===== config.mk =====
export PLATFORM = sky130hd
export DESIGN_NAME = keypad_scanner
export DESIGN_NICKNAME = d
export VERILOG_FILES = /design/src/rtl/keypad_scanner.sv
export SDC_FILE = /design/constraint.sdc
export NUM_CORES = 1
export LEC_CHECK = 0
export CORE_ASPECT_RATIO = 1.4
export CORE_MARGIN = 2
export CORE_UTILIZATION = 60
export DETAILED_ROUTE_END_ITERATION = 12
export GPL_TIMING_DRIVEN = 0
export PLACE_DENSITY = 0.82
export SETUP_SLACK_MARGIN = 0.05
export SLEW_MARGIN = 10
export SYNTH_ARGS = -nofsm -noshare
export SYNTH_HDL_FRONTEND = slang
export SYNTH_SLANG_ARGS = --single-unit

===== constraint.sdc =====
create_clock -name clk -period 2.8 [get_ports clk]
set_clock_uncertainty 0.05 [all_clocks]
set_input_delay 0.56 -clock clk [delete_from_list [all_inputs] [get_ports clk]]
set_output_delay 0.56 -clock clk [all_outputs]
set_load 0.1 [all_outputs]

===== src/rtl/keypad_scanner.sv =====
// keypad_scanner
//   Scans a 4x4 active-low matrix keypad one row at a time, debounces a
//   single key press, and holds its code until the key is fully released.
//
//   Parameters
//     SCAN_DIV   : clk cycles each row is driven before moving on (>= 4)
//     DEB_CYCLES : consecutive stable cycles needed to accept a press or
//                  a release (>= 2)
//
//   Ports
//     clk       : system clock, all state changes on its rising edge
//     RESET     : asynchronous active-high reset
//     COL[3:0]  : column sense lines, active-low, asynchronous to clk
//     ROW[3:0]  : row drive, active-low, exactly one bit low at all times
//     decode    : held key code, 0 = no key, 1..15 = accepted key
//     KEY_VALID : one-cycle pulse when decode goes from 0 to a key code
//
//   Configuration
//     KEYPAD_DEBOUNCE_EN defined   : full DEB_CYCLES debounce on press and
//                                    release.
//     KEYPAD_DEBOUNCE_EN undefined : DEB_CYCLES is ignored, press and
//                                    release each settle after a single
//                                    stable cycle (fast simulation).

module keypad_scanner #(
  parameter int SCAN_DIV   = 1000,
  parameter int DEB_CYCLES = 20000
) (
  input  logic       clk,
  input  logic       RESET,
  input  logic [3:0] COL,
  output logic [3:0] ROW,
  output logic [3:0] decode,
  output logic       KEY_VALID
);

  localparam int DIV_W = $clog2(SCAN_DIV);
  localparam int DEB_W = $clog2(DEB_CYCLES);

`ifdef KEYPAD_DEBOUNCE_EN
  localparam int DEB_TARGET = DEB_CYCLES;
`else
  localparam int DEB_TARGET = 1;
`endif

  localparam logic [DIV_W-1:0] DIV_LAST = DIV_W'(SCAN_DIV - 1);
  localparam logic [DEB_W-1:0] DEB_LAST = DEB_W'(DEB_TARGET - 1);

  localparam logic [1:0] ST_SCAN     = 2'd0;
  localparam logic [1:0] ST_DEBOUNCE = 2'd1;
  localparam logic [1:0] ST_HELD     = 2'd2;
  localparam logic [1:0] ST_RELEASE  = 2'd3;

  logic [1:0]       state;
  logic [1:0]       row_sel;
  logic [DIV_W-1:0] div_cnt;
  logic [DEB_W-1:0] deb_cnt;
  logic [3:0]       cap_idx;
  logic [3:0]       col_s1;
  logic [3:0]       col_s2;

  logic [3:0]       col_sync;
  logic [1:0]       col_idx;
  logic             col_single;
  logic [3:0]       cand_idx;
  logic             cand_ok;
  logic [3:0]       cap_pat;
  logic             all_high;

  // Two-flop synchronizer for the keypad columns. Idle level is all ones,
  // so reset loads ones to avoid a phantom press right after reset.
  always_ff @(posedge clk or posedge RESET) begin
    if (RESET) begin
      col_s1 <= 4'b1111;
      col_s2 <= 4'b1111;
    end else begin
      col_s1 <= COL;
      col_s2 <= col_s1;
    end
  end

  assign col_sync = col_s2;
  assign all_high = (col_sync == 4'b1111);

  // Only patterns with exactly one low column map to a key; anything with
  // two or more low columns is treated as no key at all.
  always_comb begin
    col_idx    = 2'd0;
    col_single = 1'b0;
    case (col_sync)
      4'b1110: begin col_idx = 2'd0; col_single = 1'b1; end
      4'b1101: begin col_idx = 2'd1; col_single = 1'b1; end
      4'b1011: begin col_idx = 2'd2; col_single = 1'b1; end
      4'b0111: begin col_idx = 2'd3; col_single = 1'b1; end
      default: begin col_idx = 2'd0; col_single = 1'b0; end
    endcase
  end

  // Key index 15 has no code in the 4-bit decode space, so it is rejected.
  assign cand_idx = {row_sel, col_idx};
  assign cand_ok  = col_single && (cand_idx != 4'hF);

  // The column pattern a captured key produces while its row is driven.
  assign cap_pat  = ~(4'b0001 << cap_idx[1:0]);

  assign ROW = ~(4'b0001 << row_sel);

  // Main scan / debounce / hold / release state machine. KEY_VALID defaults
  // low every cycle and is raised only on the DEBOUNCE to HELD transition,
  // which can never occur twice in a row.
  always_ff @(posedge clk or posedge RESET) begin
    if (RESET) begin
      state     <= ST_SCAN;
      row_sel   <= 2'd0;
      div_cnt   <= '0;
      deb_cnt   <= '0;
      cap_idx   <= 4'd0;
      decode    <= 4'd0;
      KEY_VALID <= 1'b0;
    end else begin
      KEY_VALID <= 1'b0;
      case (state)
        ST_SCAN: begin
          if (div_cnt == DIV_LAST) begin
            div_cnt <= '0;
            if (cand_ok) begin
              cap_idx <= cand_idx;
              deb_cnt <= '0;
              state   <= ST_DEBOUNCE;
            end else begin
              row_sel <= row_sel + 2'd1;
            end
          end else begin
            div_cnt <= div_cnt + DIV_W'(1);
          end
        end

        ST_DEBOUNCE: begin
          if (col_sync == cap_pat) begin
            if (deb_cnt == DEB_LAST) begin
              deb_cnt   <= '0;
              decode    <= cap_idx + 4'd1;
              KEY_VALID <= 1'b1;
              state     <= ST_HELD;
            end else if (deb_cnt != '1) begin
              deb_cnt <= deb_cnt + DEB_W'(1);
            end
          end else begin
            deb_cnt <= '0;
            div_cnt <= '0;
            row_sel <= row_sel + 2'd1;
            state   <= ST_SCAN;
          end
        end

        ST_HELD: begin
          if (all_high) begin
            deb_cnt <= '0;
            state   <= ST_RELEASE;
          end
        end

        ST_RELEASE: begin
          if (all_high) begin
            if (deb_cnt == DEB_LAST) begin
              deb_cnt <= '0;
              decode  <= 4'd0;
              row_sel <= 2'd0;
              div_cnt <= '0;
              state   <= ST_SCAN;
            end else if (deb_cnt != '1) begin
              deb_cnt <= deb_cnt + DEB_W'(1);
            end
          end else begin
            deb_cnt <= '0;
            state   <= ST_HELD;
          end
        end

        default: begin
          state <= ST_SCAN;
        end
      endcase
    end
  end

endmodule

-- Yosys cells after proc, flatten, opt, wreduce, memory -nomap -nowiden
Index checks and enable logic that the tools add are counted.
Widths: inputs -> output; s select.
- flip-flop bits (word level): 46
- input bits: 6
- add/subtract/negate cells: 4
- reduce and logical (&&, ||, !) cells: 12
- equal/unequal tests: 23
- shift-type cells: 2
- bitwise logic cells: 2
- mux-type cells: 36
- operators by type and width (cell ; count):
    $mux 15 ; 7
    $pmux 15 s4 ; 1
    $mux 10 ; 4
    $pmux 10 s3 ; 1
    $mux 2 ; 11
    $ne 2x2->1 const B ; 9
    $eq 4x4->1 const B ; 4
    $mux 4 ; 4
    $add 15x1->15 const B ; 1
    $logic_not 15->1 ; 1
    $ne 15x15->1 const B ; 1
    $pmux 2 s3 ; 2
    $add 10x1->10 const B ; 1
    $eq 10x10->1 const B ; 1
    $reduce_and 5->1 ; 2
    $not 4->4 ; 2
    $pmux 2 s4 ; 1
    $pmux 4 s2 ; 1
    $shl 1x2->4 const A ; 2
    $ne 3x3->1 const B ; 2
    $reduce_and 3->1 ; 2
    $reduce_and 6->1 ; 1
    $add 4x1->4 const B ; 1
    $eq 2x2->1 const B ; 2
    other kinds (12) ; 15

-- Logic depth before layout (Yosys ltp)
Gate-level depths: netlist of the first run.
- depth after elaboration: 7
- mapped depth: 8
- gate-level depth less buffers: 7

-- Worst setup path after synthesis of the first run
OpenSTA, ideal clock, no wires.
- kind: register to register
- start: reg col_s2[2]
- end: reg cap_idx[2]
- slack: 0.552 ns
- stages on the path, launching flop included: 8
- clock period less this slack: 2.248 ns
- data arrival time: 2.074 ns
- data required time: 2.625 ns
- cells stage by stage: dfstp_2 -> buf_4 -> or3b_1 -> a311o_1 -> nand2_1 -> and3_1 -> clkbuf_1 -> mux2_2
- longest elaborated chain between the ends: 5
- elaborated cells between the ends (all ways): 10
- ends and longest elaborated chain (item ; RTL line ; RTL):
    start, declared ; 60 ; logic [3:0] col_s2;
    start signal, assigned ; 78 ; col_s2 <= col_s1;
    $eq 4x3->1 / $eq 4x4->1 (equally long branches) ; 90 ; case (col_sync)
    $pmux 2 s3 / $reduce_or 4->1 (equally long branches) ; -- ;
    $ne 4x4->1 / $mux 1 (equally long branches) ; 101, 90 ;
    $logic_and 1x1->1 * ; 101 ; assign cand_ok = col_single && (cand_idx != 4'hF);
    $reduce_and 3->1 (no line) * ; -- ;
    end signal, assigned ; 127 ; cap_idx <= cand_idx;
    end, declared ; 58 ; logic [3:0] cap_idx;
Mark *: on every way between the ends. The rest lies on a longest branch, timed or not.
A chain may end at the register's enable or synchronous reset.

-- Final worst setup path of the first run
- start: reg row_sel[1]
- end: reg deb_cnt[3]
- longest elaborated chain between the ends: 4
- ends and longest elaborated chain (item ; RTL line ; RTL):
    start, declared ; 55 ; logic [1:0] row_sel;
    start signal, assigned ; 131 ; row_sel <= row_sel + 2'd1;
    start signal, assigned ; 151 ; row_sel <= row_sel + 2'd1;
    $ne 4x4->1 ; 101 ;
    $logic_and 1x1->1 ; 101 ;
    $ne 2x2->1 (no line) ; -- ;
    $reduce_and 3->1 (no line) ; -- ;
    end signal, assigned ; 146 ; deb_cnt <= deb_cnt + DEB_W'(1);
    end signal, assigned ; 172 ; deb_cnt <= deb_cnt + DEB_W'(1);
    end, declared ; 57 ; logic [DEB_W-1:0] deb_cnt;
No other way between the ends.

==> flow_metrics.py, run 1 <==
metrics = {
    "power": {
        "ir_worst_vdd_uv": 344.0,
        "power_leakage_uw": 0.001306,
        "p_total_uw": 1206,
        "powerDensity_nw_per_um2": 387.1,
    },
    "die": {
        "die-area_sq_um": 5197,
        "fp-row-count": 29,
        "die_x_um": 61.51,
        "fp.coreArea_sq_um": 4499,
        "ios": 15,
        "start_util": 0.6174,
        "die_h_um": 84.51,
    },
    "final_layout": {
        "regArea_sq_um": 1161,
        "drive_above_1_share": 0.1471,
        "final_util": 0.6927,
        "area_delta_synth_final_pct": 12.21,
        "n_fill_cell": 394,
        "num_antenna_cells": 0,
        "multi_input_area_sq_um": 1449,
        "nets": 322,
    },
    "sta": {
        "fin_crit_ns": 2.590,
        "fin_crit_sh": 0.9249,
        "tns_ns": 0,
        "timing.final.ws_setup_ns": 0.2104,
        "report.final.slew_viol_count": 0,
        "tightest_slew_ns": 0.9736,
        "grt_setup_unrepaired": "no",
        "finalSetupViolCount": 0,
        "slew_headroom": 0.3489,
        "fmax_mhz": 386.2,
        "finalHoldViolations": 0,
    },
    "synth": {
        "syn_nets": 300,
        "syn-instance-count": 283,
        "synth-edff-count": 0,
        "ys_seq_area_frac": 0.4180,
        "async_flop_share": 1.000,
        "synth-main-ff-cell": "dfrtp_1",
        "yosys_register_bits": 46,
        "syn_area_per_cell_sq_um": 9.815,
        "synth_area_sq_um": 2778,
        "synth.distinct_cells": 54,
        "ys_warn_count": 0,
    },
    "grt": {
        "grt-ovfl-total": 0,
        "grt_pass1_wl_um": 10170,
        "antenna_found_initial": 0,
        "first_global_vias": 2304,
        "grt_usage": 0.2549,
        "grt_max_degree": 39,
    },
    "clocking": {
        "cts_buffers": 5,
        "clock_sinks": 46,
        "cts_tree": "done",
        "post-cts-setup-buffers": 0,
        "clkTransAtPathRegs_ns": 0.09,
        "htree_levels": 2,
        "max-clock-path-buffers": 2,
        "root_buffer": "clkbuf_8",
        "insertion_delay_ns": 0.30,
    },
    "setup_path": {
        "slowest_stage": "dfrtp_1",
        "endpoint_kind": "flop",
        "worstPathMaxFanout": 10,
        "worstPathRequired_ns": 2.90,
        "cpPeakStageDelay_ns": 0.45,
        "arrival_ns": 2.69,
        "crit_chain": "ha_1 > or3b_1 > a311o_1 > a21o_1 > a22oi_2 > buf_4 > nor4_1",
        "critPathKind": "reg -> reg",
        "start_kind": "flop",
    },
    "route": {
        "firstDrtPassIters": 4,
        "drcViolationCount": 0,
        "drt_iter0_drc": 119,
        "vias": 2290,
        "wl_per_cell_um": 16.07,
        "via_per_inst": 6.223,
        "ant_nets": 0,
        "wl_um": 5912,
    },
    "place": {
        "port-buffer-count": 14,
        "hpwlAfterDp_um": 4248,
        "place_ws_ns": 0.2872,
        "gp_congestion": 0.8876,
    },
    "worst_hold_path": {
        "hp-class": "reg -> reg",
    },
    "flow_run": {
        "max_cap_viol_count": 0,
    },
    "run_status": {
        "status": "finished, final reports clean",
    },
}
-- through the flow --
step	std cells	instance area (sq um)	hold slack (ns)
6_report	368	3117	0.2987
5_1_grt	368	3117	0.3047
4_1_cts	368	3117	0.3039
3_5_place_dp	360	3015	0.3003
3_3_place_gp	359	2995	0.2958
2_1_floorplan	283	2778	0.2952
-- cells by family after synthesis --
logic type / share of synthesized area
adders and majority gates: 0.04955
DFF: 0.4180
AOI/OAI and AO/OA: 0.1757
and+or+nand+nor: 0.2324
muxes: 0.03874
xor gates and xnor gates: 0.02523
buffers and inverters: 0.06036
-- final cells by class --
type / count / share of cell area
sequential: 46 / 0.3725
clock inverter: 1 / 0.009635
clock buffer: 7 / 0.02449
multi-input combinational: 202 / 0.4649
buffer: 17 / 0.03212
inverter: 18 / 0.02168
timing repair buffer: 15 / 0.04978
tap: 62 / 0.02489
-- power breakdown --
group	switching (uW)	internal, uW	total [uW]	leakage, uW
clock	218	267	485	0.0000524
combinational	26.6	17.9	44.5	0.000652
sequential	2.71	674	677	0.000601
total	247	959	1210	0.00131
-- synth_stat cells, drive strengths merged, types with 7 or more instances --
master / instances / area, sq um
dfrtp: 38 / 950.9
inv: 18 / 67.56
nor4: 18 / 150.1
nor3: 17 / 90.09
a21oi: 14 / 70.07
nor2: 14 / 52.55
nand2: 13 / 48.80
nand3: 12 / 60.06
ha: 11 / 137.6
buf: 10 / 73.81
a211oi: 8 / 72.57
dfstp: 8 / 210.2
a21o: 7 / 52.55
and3: 7 / 43.79
clkbuf: 7 / 26.28
nand4: 7 / 43.79
xor2: 7 / 61.31
-- metal layers --
layer	track usage	routed length, um	vias up
met4	0.08511	98	0
met2	0.4488	3202	55
met1	0.3039	2418	1130
met3	0.03852	192	7
li1	-	-	1098
met5	0	0	-
-- path summary, 6_finish.rpt --
kind | start | endpoint | slack [ns] | depth (start not counted)
min in group asynchronous | RESET | deb_cnt[9] | 0.44 | 2
max in group asynchronous | RESET | col_s2[2] | 1.73 | 3
worst max register to register | row_sel[1] | deb_cnt[3] | 0.21 | 7
worst min register to register | col_s1[0] | col_s2[0] | 0.30 | 0
worst max-delay path | row_sel[1] | deb_cnt[3] | 0.21 | 7
worst min-delay path | col_s1[0] | col_s2[0] | 0.30 | 0
-- critical path, delay by kind of cell, from the launching register on --
kind | cells | cell delay, ns
DFF | 1 | 0.45
AOI/OAI and AO/OA | 3 | 0.98
buffers and inverters | 1 | 0.26
and+or+nand+nor | 2 | 0.44
adders and majority gates | 1 | 0.24
-- placed cells by master, fill, tap and decap left out, types with 3 or more instances in the layout --
| cell | synthesis | layout |
|---|---|---|
| a211o_1 | 5 | 5 |
| a211oi_1 | 7 | 7 |
| a21o_1 | 7 | 7 |
| a21oi_1 | 14 | 14 |
| a31oi_1 | 6 | 6 |
| and3_1 | 7 | 7 |
| and4_1 | 3 | 3 |
| buf_2 | 5 | 5 |
| buf_6 | 3 | 3 |
| clkbuf_1 | 7 | 9 |
| clkbuf_8 | 0 | 5 |
| clkdlybuf4s50_1 | 0 | 10 |
| dfrtp_1 | 38 | 38 |
| dfstp_2 | 8 | 8 |
| dlygate4sd2_1 | 0 | 4 |
| ha_1 | 11 | 11 |
| inv_1 | 18 | 17 |
| mux2_2 | 6 | 6 |
| mux2i_1 | 4 | 4 |
| nand2_1 | 13 | 13 |
| nand3_1 | 12 | 12 |
| nand4_1 | 7 | 7 |
| nor2_1 | 14 | 14 |
| nor3_1 | 16 | 16 |
| nor4_1 | 12 | 12 |
| nor4_2 | 6 | 6 |
| o21ai_0 | 4 | 4 |
| or3_1 | 5 | 5 |
| xor2_1 | 7 | 7 |
-- what timing repair did --
action / 4_1_cts / 5_1_grt
setup endpoints to repair: 4 / 0
hold buffers: 0 / 0
resized for setup: 4 / 0
-- flip-flops by register name, indices dropped and copies added, names as in the netlist --
| signal | flops |
|---|---|
| deb_cnt | 15 |
| div_cnt | 10 |
| cap_idx | 4 |
| col_s1 | 4 |
| col_s2 | 4 |
| decode | 4 |
| row_sel | 2 |
| state | 2 |
| KEY_VALID | 1 |
Power figures use the tool's default switching activity.
==> inputs of run 2 (changes only) <==
Settings changed: CTS_CLUSTER_SIZE from default to 16, HOLD_SLACK_MARGIN from default to 0.02.
==> results of run 2 <==
The final DEF is identical to that of run 1; final timing and power are the same.
==> inputs of run 3 (changes only) <==
Settings changed: CELL_PAD_IN_SITES_DETAIL_PLACEMENT from default to 1, CELL_PAD_IN_SITES_GLOBAL_PLACEMENT from default to 1, CORE_UTILIZATION 60 to 47, PLACE_DENSITY 0.82 to 0.81.
==> run 3 against run 2 <==
Net effect:
- sequential power is essentially flat
- setup slack gained 0.026 ns
- utilization shrank 15 points
- global-route usage shrank 1.6 points
- fmax grew 1.0%
- register-to-register slack gained 0.03 ns
- worst hold slack gained 0.011 ns
==> flow_metrics.py, run 3 (synthesis results as in run 1) <==
metrics = {
    "route": {
        "via_per_inst": 6.024,
        "wl_per_cell_um": 18.40,
        "ant_nets": 0,
        "drcViolationCount": 0,
        "wl_um": 6920,
        "drt_iter0_drc": 93,
        "firstDrtPassIters": 4,
        "vias": 2265,
    },
    "worst_hold_path": {
        "holdPathStages": 0,
        "hp-class": "reg -> reg",
    },
    "sta": {
        "slew_headroom": 0.3501,
        "fin_crit_sh": 0.9157,
        "timing.final.ws_setup_ns": 0.2361,
        "fin_crit_ns": 2.564,
        "report.final.slew_viol_count": 0,
        "grt_setup_unrepaired": "no",
        "finalHoldViolations": 0,
        "fmax_mhz": 390.0,
        "finalSetupViolCount": 0,
        "tns_ns": 0,
        "tightest_slew_ns": 0.9718,
    },
    "grt": {
        "antenna_found_initial": 0,
        "grt_pass1_wl_um": 11790,
        "grt_max_degree": 37,
        "first_global_vias": 2453,
        "grt-ovfl-total": 0,
        "grt_usage": 0.2390,
    },
    "clocking": {
        "clock_sinks": 46,
        "cts_buffers": 5,
        "root_buffer": "clkbuf_8",
        "insertion_delay_ns": 0.31,
        "clkTransAtPathRegs_ns": 0.09,
        "htree_levels": 2,
        "cts_tree": "done",
        "cts_hold_buf": 0,
        "max-clock-path-buffers": 2,
    },
    "die": {
        "die-area_sq_um": 6549,
        "fp.coreArea_sq_um": 5781,
        "die_h_um": 94.96,
        "fp-row-count": 33,
        "ios": 15,
        "start_util": 0.4805,
        "die_x_um": 68.97,
    },
    "final_layout": {
        "top_register": "deb_cnt",
        "final_cells": 376,
        "area_delta_synth_final_pct": 12.16,
        "largestRegisters": "deb_cnt (15), div_cnt (10)",
        "num_antenna_cells": 0,
        "largest_reg_flops": 15,
        "design_area_sq_um": 3115,
        "n_fill_cell": 677,
        "drive_above_1_share": 0.1536,
        "final_cell_mix": "38 x dfrtp_1, 17 x inv_1, 16 x nor3_1",
        "multi_input_area_sq_um": 1449,
        "regArea_sq_um": 1161,
        "nets": 322,
        "final_common_cell": "dfrtp_1",
    },
    "setup_path": {
        "worstPathRequired_ns": 2.92,
        "start_kind": "flop",
        "endpoint_kind": "flop",
        "worstPathMaxFanout": 6,
        "arrival_ns": 2.68,
        "critPathKind": "reg -> reg",
        "ff2ff_path_depth": 6,
    },
    "place": {
        "hpwlAfterDp_um": 5144,
        "port-buffer-count": 14,
        "placedCellCount": 368,
        "gp_congestion": 0.8138,
        "place_ws_ns": 0.2425,
        "placed_cell_area_sq_um": 3025,
    },
    "power": {
        "power_leakage_uw": 0.001300,
        "ir_worst_vdd_uv": 163.7,
        "powerDensity_nw_per_um2": 373.8,
    },
    "run_status": {
        "status": "finished, final reports clean",
    },
    "flow_run": {
        "max_cap_viol_count": 0,
    },
}
[run 3: final timing paths]
path	from	end	slack, ns
setup / recovery	row_sel[1]	deb_cnt[3]	0.24
hold / removal	col_s1[3]	col_s2[3]	0.31
setup reg to reg	row_sel[1]	deb_cnt[3]	0.24
hold reg to reg	col_s1[3]	col_s2[3]	0.31
max in group asynchronous	RESET	col_s1[2]	1.72
min in group asynchronous	RESET	deb_cnt[14]	0.45
[run 3: routing by layer]
layer  part of all wire  vias up  track usage
met5                  0        -            0
met4              0.016        0      0.07843
met3              0.019       11      0.03456
met2               0.54       28       0.4343
met1               0.42     1128       0.2789
li1                   -     1098            -
[run 3: metrics by stage]
stage          total power [uW]  hold slack [ns]  utilization
2_1_floorplan             716.1           0.2952            -
3_3_place_gp              729.8           0.2961       0.5199
3_5_place_dp              735.5           0.2989       0.5234
4_1_cts                    1179           0.3124       0.5390
5_1_grt                    1205           0.3105       0.5390
6_report                   1165           0.3101       0.5390
[run 3: cell type report]
cell class / instances / share of cell area
Clock inverter: 2 / 0.004016
Timing Repair Buffer: 15 / 0.04980
Clock buffer: 6 / 0.02651
Inverter: 18 / 0.02169
Buffer: 17 / 0.03213
Multi-Input combinational cell: 202 / 0.4651
Tap cell: 70 / 0.02811
Sequential cell: 46 / 0.3727
[run 3: report_power, final]
group | switching [uW] | internal [uW]
clock | 244 | 199
sequential | 2.86 | 674
combinational | 26.6 | 17.9
[run 3: timing repair]
item | 4_1_cts | 5_1_grt
buffers inserted | 0 | 0
gates resized for setup | 4 | 0
endpoints found under the setup margin | 4 | 0
[run 3: critical path, stage by stage, from the launching register on]
cell and delay, ns:
dfrtp_1 0.46, ha_1 0.24, or3b_1 0.35, a311o_1 0.40, a21o_1 0.24, a2111oi_0 0.57, nor4_1 0.12
